===== src/rtl/regfile_mp_if.sv =====
// Bus bundle for the multi-port register file: read ports, two write
// ports, the scoreboard claim port and the busy count.
interface regfile_mp_if #(
  parameter int DATA_W   = 16,
  parameter int ADDR_W   = 5,
  parameter int RD_PORTS = 2
) ();

  logic [RD_PORTS-1:0]        r_en;
  logic [RD_PORTS*ADDR_W-1:0] r_idx;
  logic [RD_PORTS*DATA_W-1:0] r_data;
  logic [RD_PORTS-1:0]        r_valid;
  logic [RD_PORTS-1:0]        r_busy;

  logic                       w_en_a;
  logic [ADDR_W-1:0]          w_idx_a;
  logic [DATA_W-1:0]          w_data_a;
  logic                       w_en_b;
  logic [ADDR_W-1:0]          w_idx_b;
  logic [DATA_W-1:0]          w_data_b;

  logic                       claim_en;
  logic [ADDR_W-1:0]          claim_idx;
  logic [ADDR_W:0]            busy_count;

  // Issue/writeback side drives requests and observes results
  modport master (
    output r_en, r_idx, w_en_a, w_idx_a, w_data_a, w_en_b, w_idx_b, w_data_b,
           claim_en, claim_idx,
    input  r_data, r_valid, r_busy, busy_count
  );

  // Register file side
  modport slave (
    input  r_en, r_idx, w_en_a, w_idx_a, w_data_a, w_en_b, w_idx_b, w_data_b,
           claim_en, claim_idx,
    output r_data, r_valid, r_busy, busy_count
  );

endinterface


===== src/rtl/regfile_mp.sv =====
// Multi-port register file with two write ports, registered read ports,
// optional write-to-read bypass, optional hardwired-zero register 0 and a
// per-register busy scoreboard with a registered population count.
module regfile_mp #(
  parameter int DATA_W   = 16,
  parameter int ADDR_W   = 5,
  parameter int RD_PORTS = 2,
  parameter int ZERO_REG = 1,
  parameter int BYPASS   = 1
) (
  input  logic          clk,
  input  logic          reset,
  regfile_mp_if.slave   bus
);

  localparam int DEPTH = 1 << ADDR_W;

  // Architectural state
  logic [DATA_W-1:0] regs_q [DEPTH];
  logic [DATA_W-1:0] regs_d [DEPTH];
  logic [DEPTH-1:0]  busy_q;
  logic [DEPTH-1:0]  busy_d;
  logic [ADDR_W:0]   busy_count_q;
  logic [ADDR_W:0]   busy_count_d;

  // Read-port output registers
  logic [DATA_W-1:0] r_data_q  [RD_PORTS];
  logic              r_valid_q [RD_PORTS];
  logic              r_busy_q  [RD_PORTS];

  // Qualified write/claim requests
  logic wr_a_ok;
  logic wr_b_ok;
  logic claim_ok;

  // Qualify requests: index 0 is inert when hardwired to zero, and port A
  // is dropped when port B targets the same register.
  always_comb begin
    wr_b_ok  = bus.w_en_b;
    wr_a_ok  = bus.w_en_a && !(bus.w_en_b && (bus.w_idx_b == bus.w_idx_a));
    claim_ok = bus.claim_en;
    if (ZERO_REG != 0) begin
      if (bus.w_idx_b == '0)   wr_b_ok  = 1'b0;
      if (bus.w_idx_a == '0)   wr_a_ok  = 1'b0;
      if (bus.claim_idx == '0) claim_ok = 1'b0;
    end
  end

  // Per-entry next state: B over A for data, claim over write for busy
  for (genvar gi = 0; gi < DEPTH; gi++) begin : g_entry
    logic hit_a;
    logic hit_b;
    logic hit_claim;

    assign hit_a     = wr_a_ok  && (bus.w_idx_a   == ADDR_W'(gi));
    assign hit_b     = wr_b_ok  && (bus.w_idx_b   == ADDR_W'(gi));
    assign hit_claim = claim_ok && (bus.claim_idx == ADDR_W'(gi));

    // Next-state data and busy bit for this register
    always_comb begin
      regs_d[gi] = regs_q[gi];
      busy_d[gi] = busy_q[gi];
      if (hit_b) begin
        regs_d[gi] = bus.w_data_b;
      end else if (hit_a) begin
        regs_d[gi] = bus.w_data_a;
      end
      if (hit_a || hit_b) begin
        busy_d[gi] = 1'b0;
      end
      if (hit_claim) begin
        busy_d[gi] = 1'b1;
      end
    end
  end

  // Population count of the next-state busy bits
  always_comb begin
    busy_count_d = '0;
    for (int i = 0; i < DEPTH; i++) begin
      busy_count_d = busy_count_d + (ADDR_W + 1)'(busy_d[i]);
    end
  end

  // Register array, scoreboard and busy count update
  always_ff @(posedge clk or negedge reset) begin
    if (!reset) begin
      for (int i = 0; i < DEPTH; i++) begin
        regs_q[i] <= '0;
      end
      busy_q       <= '0;
      busy_count_q <= '0;
    end else begin
      for (int i = 0; i < DEPTH; i++) begin
        regs_q[i] <= regs_d[i];
      end
      busy_q       <= busy_d;
      busy_count_q <= busy_count_d;
    end
  end

  // Read ports
  for (genvar gi = 0; gi < RD_PORTS; gi++) begin : g_rd
    logic [ADDR_W-1:0] idx;
    logic [DATA_W-1:0] data_d;
    logic              busy_bit_d;

    assign idx = bus.r_idx[gi*ADDR_W +: ADDR_W];

    // Select stored value, or the winning same-cycle write when bypassing
    always_comb begin
      data_d     = regs_q[idx];
      busy_bit_d = busy_d[idx];
      if (BYPASS != 0) begin
        if (wr_b_ok && (bus.w_idx_b == idx)) begin
          data_d = bus.w_data_b;
        end else if (wr_a_ok && (bus.w_idx_a == idx)) begin
          data_d = bus.w_data_a;
        end
      end
      if ((ZERO_REG != 0) && (idx == '0)) begin
        data_d     = '0;
        busy_bit_d = 1'b0;
      end
    end

    // Capture on enable; hold data/busy otherwise, valid follows enable
    always_ff @(posedge clk or negedge reset) begin
      if (!reset) begin
        r_data_q[gi]  <= '0;
        r_busy_q[gi]  <= 1'b0;
        r_valid_q[gi] <= 1'b0;
      end else begin
        r_valid_q[gi] <= bus.r_en[gi];
        if (bus.r_en[gi]) begin
          r_data_q[gi] <= data_d;
          r_busy_q[gi] <= busy_bit_d;
        end
      end
    end
  end

  // Pack per-port registers onto the bus
  always_comb begin
    bus.r_data  = '0;
    bus.r_valid = '0;
    bus.r_busy  = '0;
    for (int p = 0; p < RD_PORTS; p++) begin
      bus.r_data[p*DATA_W +: DATA_W] = r_data_q[p];
      bus.r_valid[p]                 = r_valid_q[p];
      bus.r_busy[p]                  = r_busy_q[p];
    end
  end

  assign bus.busy_count = busy_count_q;

endmodule

===== src/flat_wrapper.sv =====
// flat-port wrapper written by rule: the top's interface ports become plain ports
module regfile_mp_flat 
#(
  parameter int DATA_W   = 16,
  parameter int ADDR_W   = 5,
  parameter int RD_PORTS = 2,
  parameter int ZERO_REG = 1,
  parameter int BYPASS   = 1
)
  (clk, reset, bus_r_en, bus_r_idx, bus_w_en_a, bus_w_idx_a, bus_w_data_a, bus_w_en_b, bus_w_idx_b, bus_w_data_b, bus_claim_en, bus_claim_idx, bus_r_data, bus_r_valid, bus_r_busy, bus_busy_count);
  regfile_mp_if #(.DATA_W(DATA_W), .ADDR_W(ADDR_W), .RD_PORTS(RD_PORTS)) bus_i ();
  input  logic clk;
  input  logic reset;
  input wire logic [$bits(bus_i.r_en)-1:0] bus_r_en;
  input wire logic [$bits(bus_i.r_idx)-1:0] bus_r_idx;
  input wire logic [$bits(bus_i.w_en_a)-1:0] bus_w_en_a;
  input wire logic [$bits(bus_i.w_idx_a)-1:0] bus_w_idx_a;
  input wire logic [$bits(bus_i.w_data_a)-1:0] bus_w_data_a;
  input wire logic [$bits(bus_i.w_en_b)-1:0] bus_w_en_b;
  input wire logic [$bits(bus_i.w_idx_b)-1:0] bus_w_idx_b;
  input wire logic [$bits(bus_i.w_data_b)-1:0] bus_w_data_b;
  input wire logic [$bits(bus_i.claim_en)-1:0] bus_claim_en;
  input wire logic [$bits(bus_i.claim_idx)-1:0] bus_claim_idx;
  output wire logic [$bits(bus_i.r_data)-1:0] bus_r_data;
  output wire logic [$bits(bus_i.r_valid)-1:0] bus_r_valid;
  output wire logic [$bits(bus_i.r_busy)-1:0] bus_r_busy;
  output wire logic [$bits(bus_i.busy_count)-1:0] bus_busy_count;
  assign bus_i.r_en = bus_r_en;
  assign bus_i.r_idx = bus_r_idx;
  assign bus_i.w_en_a = bus_w_en_a;
  assign bus_i.w_idx_a = bus_w_idx_a;
  assign bus_i.w_data_a = bus_w_data_a;
  assign bus_i.w_en_b = bus_w_en_b;
  assign bus_i.w_idx_b = bus_w_idx_b;
  assign bus_i.w_data_b = bus_w_data_b;
  assign bus_i.claim_en = bus_claim_en;
  assign bus_i.claim_idx = bus_claim_idx;
  assign bus_r_data = bus_i.r_data;
  assign bus_r_valid = bus_i.r_valid;
  assign bus_r_busy = bus_i.r_busy;
  assign bus_busy_count = bus_i.busy_count;
  regfile_mp #(.DATA_W(DATA_W), .ADDR_W(ADDR_W), .RD_PORTS(RD_PORTS), .ZERO_REG(ZERO_REG), .BYPASS(BYPASS)) u_core (.clk(clk), .reset(reset), .bus(bus_i));
endmodule

===== config.mk =====
export PLATFORM = sky130hd
export DESIGN_NAME = regfile_mp_flat
export DESIGN_NICKNAME = d
export VERILOG_FILES = /design/src/rtl/regfile_mp_if.sv /design/src/rtl/regfile_mp.sv /design/src/flat_wrapper.sv
export SDC_FILE = /design/constraint.sdc
export NUM_CORES = 2
export LEC_CHECK = 0
export BUFFER_PORTS_ARGS = -buffer_cell sky130_fd_sc_hd__buf_4
export CORE_MARGIN = 3
export CORE_UTILIZATION = 65
export CTS_BUF_LIST = sky130_fd_sc_hd__clkbuf_8
export CTS_CLUSTER_DIAMETER = 80
export DETAILED_ROUTE_END_ITERATION = 8
export HOLD_SLACK_MARGIN = 0.1
export PLACE_DENSITY_LB_ADDON = 0.2
export SETUP_SLACK_MARGIN = 0.02
export SLEW_MARGIN = 20
export SYNTH_ARGS = -nofsm -noshare
export SYNTH_HDL_FRONTEND = slang
export SYNTH_SLANG_ARGS = --single-unit

===== constraint.sdc =====
create_clock -name clk -period 7.55 [get_ports clk]
set_clock_uncertainty 0.2 [all_clocks]
set_input_delay 0.755 -clock clk [delete_from_list [all_inputs] [get_ports clk]]
set_output_delay 0.755 -clock clk [all_outputs]
set_load 0.02 [all_outputs]

* Word level (Yosys, flattened, before mapping) *
Cells that the tools add are included.
W data, S select, Z words.

storage, ports and cells
  register bits after elaboration = 586
  latch bits = 0
  memory bits (writable) = 0
  bits in read-only memories = 0
  input port bits = 64
  word-level logic and storage cells = 496
  memories kept = 0

operators by class
  add/subtract/negate cells = 31
  multipliers = 0
  div/mod/pow operators = 0
  $lt $le $gt $ge = 4
  eq/ne operators = 98
  shift-type cells = 0
  mux-type cells = 149
  bitwise logic cells = 2
  reductions and logical operators = 172

operators by type and width
  operator              count
  $mux W16              74
  $eq A5 B5 Y1 const B  48
  $add A6 B1 Y6         30
  $bmux W16 S5          2
  $eq A5 B4 Y1 const B  24
  $logic_and A1 B1 Y1   102
  $mux W1               71
  $reduce_bool A2 Y1    32
  $eq A5 B3 Y1 const B  12
  $logic_or A1 B1 Y1    32
  $eq A5 B2 Y1 const B  6
  $eq A5 B5 Y1          5
  $logic_not A5 Y1      5
  $eq A5 B1 Y1 const B  3
  $ge A6 B6 Y1 const B  2
  $lt A5 B6 Y1 const B  2
  $not A5 Y6            2
  $bmux W1 S5           2
  $add A1 B1 Y2         1
  $logic_not A1 Y1      1

* Logic depth before layout (Yosys ltp) *
  depth after elaboration = 40
  depth in mapped cells = 26
  mapped depth without buffers = 22

* Least setup slack after synthesis *
OpenSTA, ideal clock, no wires.

  path kind = input -> register
  start point = in bus_w_idx_a[0]
  end point = reg u_core.busy_count_q[4] (netlist: u_core.bus.busy_count[4])
  setup time = 0.123 ns
  data arrival time = 6.733 ns
  data required time = 7.227 ns
  setup slack = 0.495 ns
  stages = 25
  path buffers = 4
  cell sequence = buf_4 -> xnor2_1 -> and2_1 -> clkbuf_1 -> a21oi_2 -> and2_1 -> buf_6 -> buf_2 -> o22ai_1 -> ha_1 -> inv_1 -> fa_1 -> fa_1 -> inv_1 -> fa_1 -> fa_1 -> fa_1 -> inv_1 -> fa_1 -> fa_1 -> fa_1 -> inv_1 -> a21o_1 -> a21oi_1 -> xnor2_1

between the ends
  cells in the longest elaborated chain, start to end = 40
  elaborated cells on any way between the ends = 196
  classes of those cells = add/sub (31); eq/ne (32); mux (65); reduce/logical (68)

RTL lines
  element                           line                text
  from (decl)                       flat_wrapper.sv:17  input wire logic [$bits(bus_i.w_idx_a)-1:0] bus_w_idx_a;
  $eq A5 B5 Y1                      regfile_mp.sv:40    wr_a_ok = bus.w_en_a && !(bus.w_en_b && (bus.w_idx_b == bus.w_idx_a));
  $logic_and A1 B1 Y1               regfile_mp.sv:40
  $logic_not A1 Y1                  regfile_mp.sv:40
  $logic_and A1 B1 Y1               regfile_mp.sv:40
  $mux W1                           regfile_mp.sv:44    if (bus.w_idx_a == '0) wr_a_ok = 1'b0;
  $logic_and A1 B1 Y1 (*)           regfile_mp.sv:55    assign hit_a = wr_a_ok && (bus.w_idx_a == ADDR_W'(gi));
  $logic_or A1 B1 Y1 (*)            regfile_mp.sv:68    if (hit_a || hit_b) begin
  $mux W1 (*)                       regfile_mp.sv:68
  $mux W1 (*)                       regfile_mp.sv:71    if (hit_claim) begin
  net u_core.busy_d[1]              regfile_mp.sv:22    logic [DEPTH-1:0] busy_d;
  $add A1 B1 Y2 (*)                 regfile_mp.sv:81    busy_count_d = busy_count_d + (ADDR_W + 1)'(busy_d[i]);
  $add A6 B1 Y6 (*) (30 in series)  regfile_mp.sv:81
  net u_core.busy_count_d[4]        regfile_mp.sv:24    logic [ADDR_W:0] busy_count_d;
  to (signal assigned)              regfile_mp.sv:98    busy_count_q <= busy_count_d;
  to (decl)                         regfile_mp.sv:23    logic [ADDR_W:0] busy_count_q;

The timed path passes the listed nets; every way through them passes the cells marked *.
A chain may end at the register's enable or synchronous reset.

* Worst setup path after layout *
  start point = in bus_w_idx_b[0]
  end point = reg u_core.busy_count_q[4] (netlist: u_core.bus.busy_count[4])

between the ends
  cells in the longest elaborated chain, start to end = 40
  elaborated cells on any way between the ends = 229
  classes of those cells = add/sub (31); eq/ne (32); mux (66); reduce/logical (100)

RTL lines
  element                           line                text
  from (decl)                       flat_wrapper.sv:20  input wire logic [$bits(bus_i.w_idx_b)-1:0] bus_w_idx_b;
  $eq A5 B5 Y1                      regfile_mp.sv:40
  $logic_and A1 B1 Y1               regfile_mp.sv:40
  $logic_not A1 Y1                  regfile_mp.sv:40
  $logic_and A1 B1 Y1               regfile_mp.sv:40
  $mux W1                           regfile_mp.sv:44
  $logic_and A1 B1 Y1               regfile_mp.sv:55
  $logic_or A1 B1 Y1 (*)            regfile_mp.sv:68
  $mux W1 (*)                       regfile_mp.sv:68
  $mux W1 (*)                       regfile_mp.sv:71
  net u_core.busy_d[1]              regfile_mp.sv:22
  $add A1 B1 Y2 (*)                 regfile_mp.sv:81
  $add A6 B1 Y6 (*) (30 in series)  regfile_mp.sv:81
  net u_core.busy_count_d[4]        regfile_mp.sv:24

Marks and branches as above.

==> impl_metrics.tcl <==
set metrics [dict create \
    status "complete, but fails checks" \
    failed_checks "design-rule violations" \
    syn_nets 3549 \
    htreeDepth 3 \
    drv_slew 0 \
    die_h_um 245 \
    gp_congestion 0.966 \
    power.density_nw_per_um2 302 \
    clkTransAtPathRegs_ns 0.06 \
    arrival_ns 7.02 \
    fin_setup_tns_ns 0 \
    pwr-share-clk_pct 25.4 \
    fmax_mhz 151 \
    finalSetupViolCount 0 \
    syn_to_final_growth_pct 8.75 \
    peakVddDrop_mv 0.341 \
    post-place-ws_ns 0.284 \
    relSlewSlack_pct 18.8 \
    start_util_pct 66.5 \
    detail_route.wl_per_cell_um 33.0 \
    dr.pass1.iters 9 \
    root_buffer "clkbuf_8" \
    worst_pin_slew_ns 1.19 \
    core_um2 55700 \
    ys_ff_latch 586 \
    combPwrFrac_pct 36.1 \
    cts_sinks 586 \
    period_share_pct 87.8 \
    hold_path.class "reg -> reg" \
    yosysWarnings 0 \
    worst-path-buf-inv 5 \
    final_area_um2 40300 \
    grt_max_degree 172 \
    syn_avg_cell_area_um2 10.7 \
    clock_latency_ns 0.72 \
    place_area_um2 38100 \
    grt_overflow 0 \
    grt_use_total_pct 46.4 \
    wirelength_mm 138 \
    switching_power_w 0.00437 \
    nets 3441 \
    path_class "in -> reg" \
    worstPathCellList "buf_4 -> xnor2_1 -> and2_1 -> a21oi_2 -> and2_1 -> o22ai_1 -> ha_1 -> inv_1 -> fa_1 -> fa_1 -> inv_1 -> fa_1 -> fa_1 -> fa_1 -> inv_1 -> fa_1 -> fa_1 -> fa_1 -> inv_1 -> a21o_1 -> a21oi_1 -> xnor2_1" \
    io_buffers 105 \
    die_w_um 245 \
    ios 106 \
    p_leak_nw 17.9 \
    layout_min_cycle_time_ns 6.63 \
    synth_cell_types 77 \
    path_max_fanout 11 \
    worstPathRequired_ns 7.94 \
    async_reset_ff_share_pct 100 \
    synth_seq_area_share_pct 39.5 \
    cts_tree "built" \
    fin_ws_ns 0.924 \
    rsz0062_at_grt "false" \
    synth_top_area_cell "dfrtp_1" \
    cp-end-kind "flip-flop" \
    drt-initial-drc-count 4373 \
    synth_edf_count 0 \
    synth_common_cells "dfrtp_1, mux2i_1, nor2_1, a21oi_1, mux4_2" \
    synth_most_common_cell "dfrtp_1" \
    antenna_found_initial 5 \
    worst_path_most_repeated_cell "fa_1" \
    clk_path_buf_depth 3 \
    die_area_um2 60000 \
    synthesis.area_um2 37100 \
    grt_pass1_vias 31200 \
    synthFlopType "dfrtp_1" \
    grt_pass1_wl_mm 203 \
    rows 86 \
    hold_viol 0 \
    crit_path_start_kind "input pin" \
    drc 6 \
    dp_hpwl_mm 83.3 \
    netSwitchingFraction_pct 35.8 \
    num_vias 30900 \
    ant_nets 0 \
    cpLargestDelayFamily "adder cells" \
    yosysTopAreaCellShare_pct 39.5 \
    viasPerCell 7.38 \
    critPathMaxStageDelay_ns 0.52 \
    maxCapViolCount 0 \
    drive_gt1_share_pct 21.5 \
    slowest_stage "fa_1" \
    synth_area_leaders "dfrtp_1, mux4_2, mux2i_1, a21oi_1, nor2_1" \
    synth_cells 3453 \
    cts_buffers 99 \
    p_int_w 0.00783 \
    ctsResizeCount 0 \
    power_frac_seq_pct 38.5 \
]
[cell families after synthesis]
logic type,Yosys count,share of synthesized area (%)
muxes,836,33.4
buffers and inverters,466,4.92
and+or+nand+nor,771,8.72
xor gates and xnor gates,30,0.729
AOI/OAI and AO/OA,732,11.2
DFF,586,39.5
adders and majority gates,32,1.57
[routing by layer]
layer	part of all wire (%)	track usage [%]	wire [um]
met1	36	61.9	49700
met2	43	66.4	59900
met3	15	18.9	20400
met4	5.7	23.1	7920
met5	0.11	0	155
[what timing repair did]
item / CTS / global route
buffers inserted: 0 / 0
hold endpoints to repair: 64 / 0
hold buffers: 3 / 0
[area by class of cell]
type | instances | area [um^2]
Antenna cell | 3 | 7.51
Clock buffer | 128 | 1760
Clock inverter | 55 | 387
Fill cell | 3928 | 15400
Inverter | 61 | 229
Multi-Input combinational cell | 2401 | 20800
Sequential cell | 586 | 14700
Tap cell | 748 | 936
Timing Repair Buffer | 196 | 1570
[layout by cell type (no fill, tap or decap), drive strengths merged, types with 10 or more instances in the layout]
cell type and n:
o21ai 185, a22oi 33, o22ai 10, nand2 220, nor3 13, mux4 320
inv 90, clkinv 20, nand3 24, a2111oi 10, a211oi 10, clkbuf 128
nor2b 14, dfrtp 586, mux2i 516, xor2 18, xnor2 12, a21oi 405
buf 193, or2 10, nor2 443, fa 24, a31oi 26
[sequential cells by signal (all words and copies together) (netlist names)]
register               flops
u_core.regs_q            512
u_core.bus.r_data         32
u_core.busy_q             32
u_core.bus.busy_count      6
u_core.bus.r_busy          2
u_core.bus.r_valid         2
[final timing paths]
path	startpoint	endpoint	slack, ns	cells past startpoint
worst max-delay path	bus_w_idx_b[0]	u_core.bus.busy_count[4]	0.92	22
worst min register to register	u_core.regs_q[506]	u_core.regs_q[506]	0.20	0
worst max register to register	u_core.busy_q[26]	u_core.bus.busy_count[4]	1.68	17
min in group asynchronous	reset	u_core.regs_q[432]	0.38	2
max in group asynchronous	reset	u_core.regs_q[150]	5.35	3
worst min-delay path	u_core.regs_q[506]	u_core.regs_q[506]	0.20	0
[worst reg2reg max path, cell delays in order (launching register included)]
cell and delay, ns:
dfrtp_1 0.40, a32oi_1 0.17, o21ai_0 0.29, fa_1 0.66
inv_1 0.08, fa_1 0.60, inv_1 0.07, fa_1 0.48
fa_1 0.52, fa_1 0.49, inv_1 0.05, fa_1 0.45
fa_1 0.43, fa_1 0.48, inv_1 0.07, a21o_1 0.11
a21oi_1 0.07, xnor2_1 0.14
[power groups by stage]
| stage | Sequential (W) | Clock (W) | Combinational [W] |
|---|---|---|---|
| 2_1_floorplan | 0.00455 | 0 | 0.00311 |
| 5_1_grt | 0.00477 | 0.00324 | 0.00482 |
| 3_3_place_gp | 0.00458 | 0 | 0.00414 |
| 3_5_place_dp | 0.00469 | 0 | 0.00430 |
| 4_1_cts | 0.00464 | 0.00309 | 0.00432 |
| 6_report | 0.00469 | 0.00310 | 0.00440 |
[through the flow]
stage	power (W)	util, %	std cells	hold WS [ns]
after floorplan	0.00766	-	3453	0.241
after detailed placement	0.00899	68.4	3989	0.188
final	0.0122	72.4	4178	0.203
after CTS	0.0121	72.3	4175	0.177
after global placement	0.00872	68.4	3989	0.176
after global routing	0.0128	72.4	4177	0.207
Power figures use the tool's default switching activity.
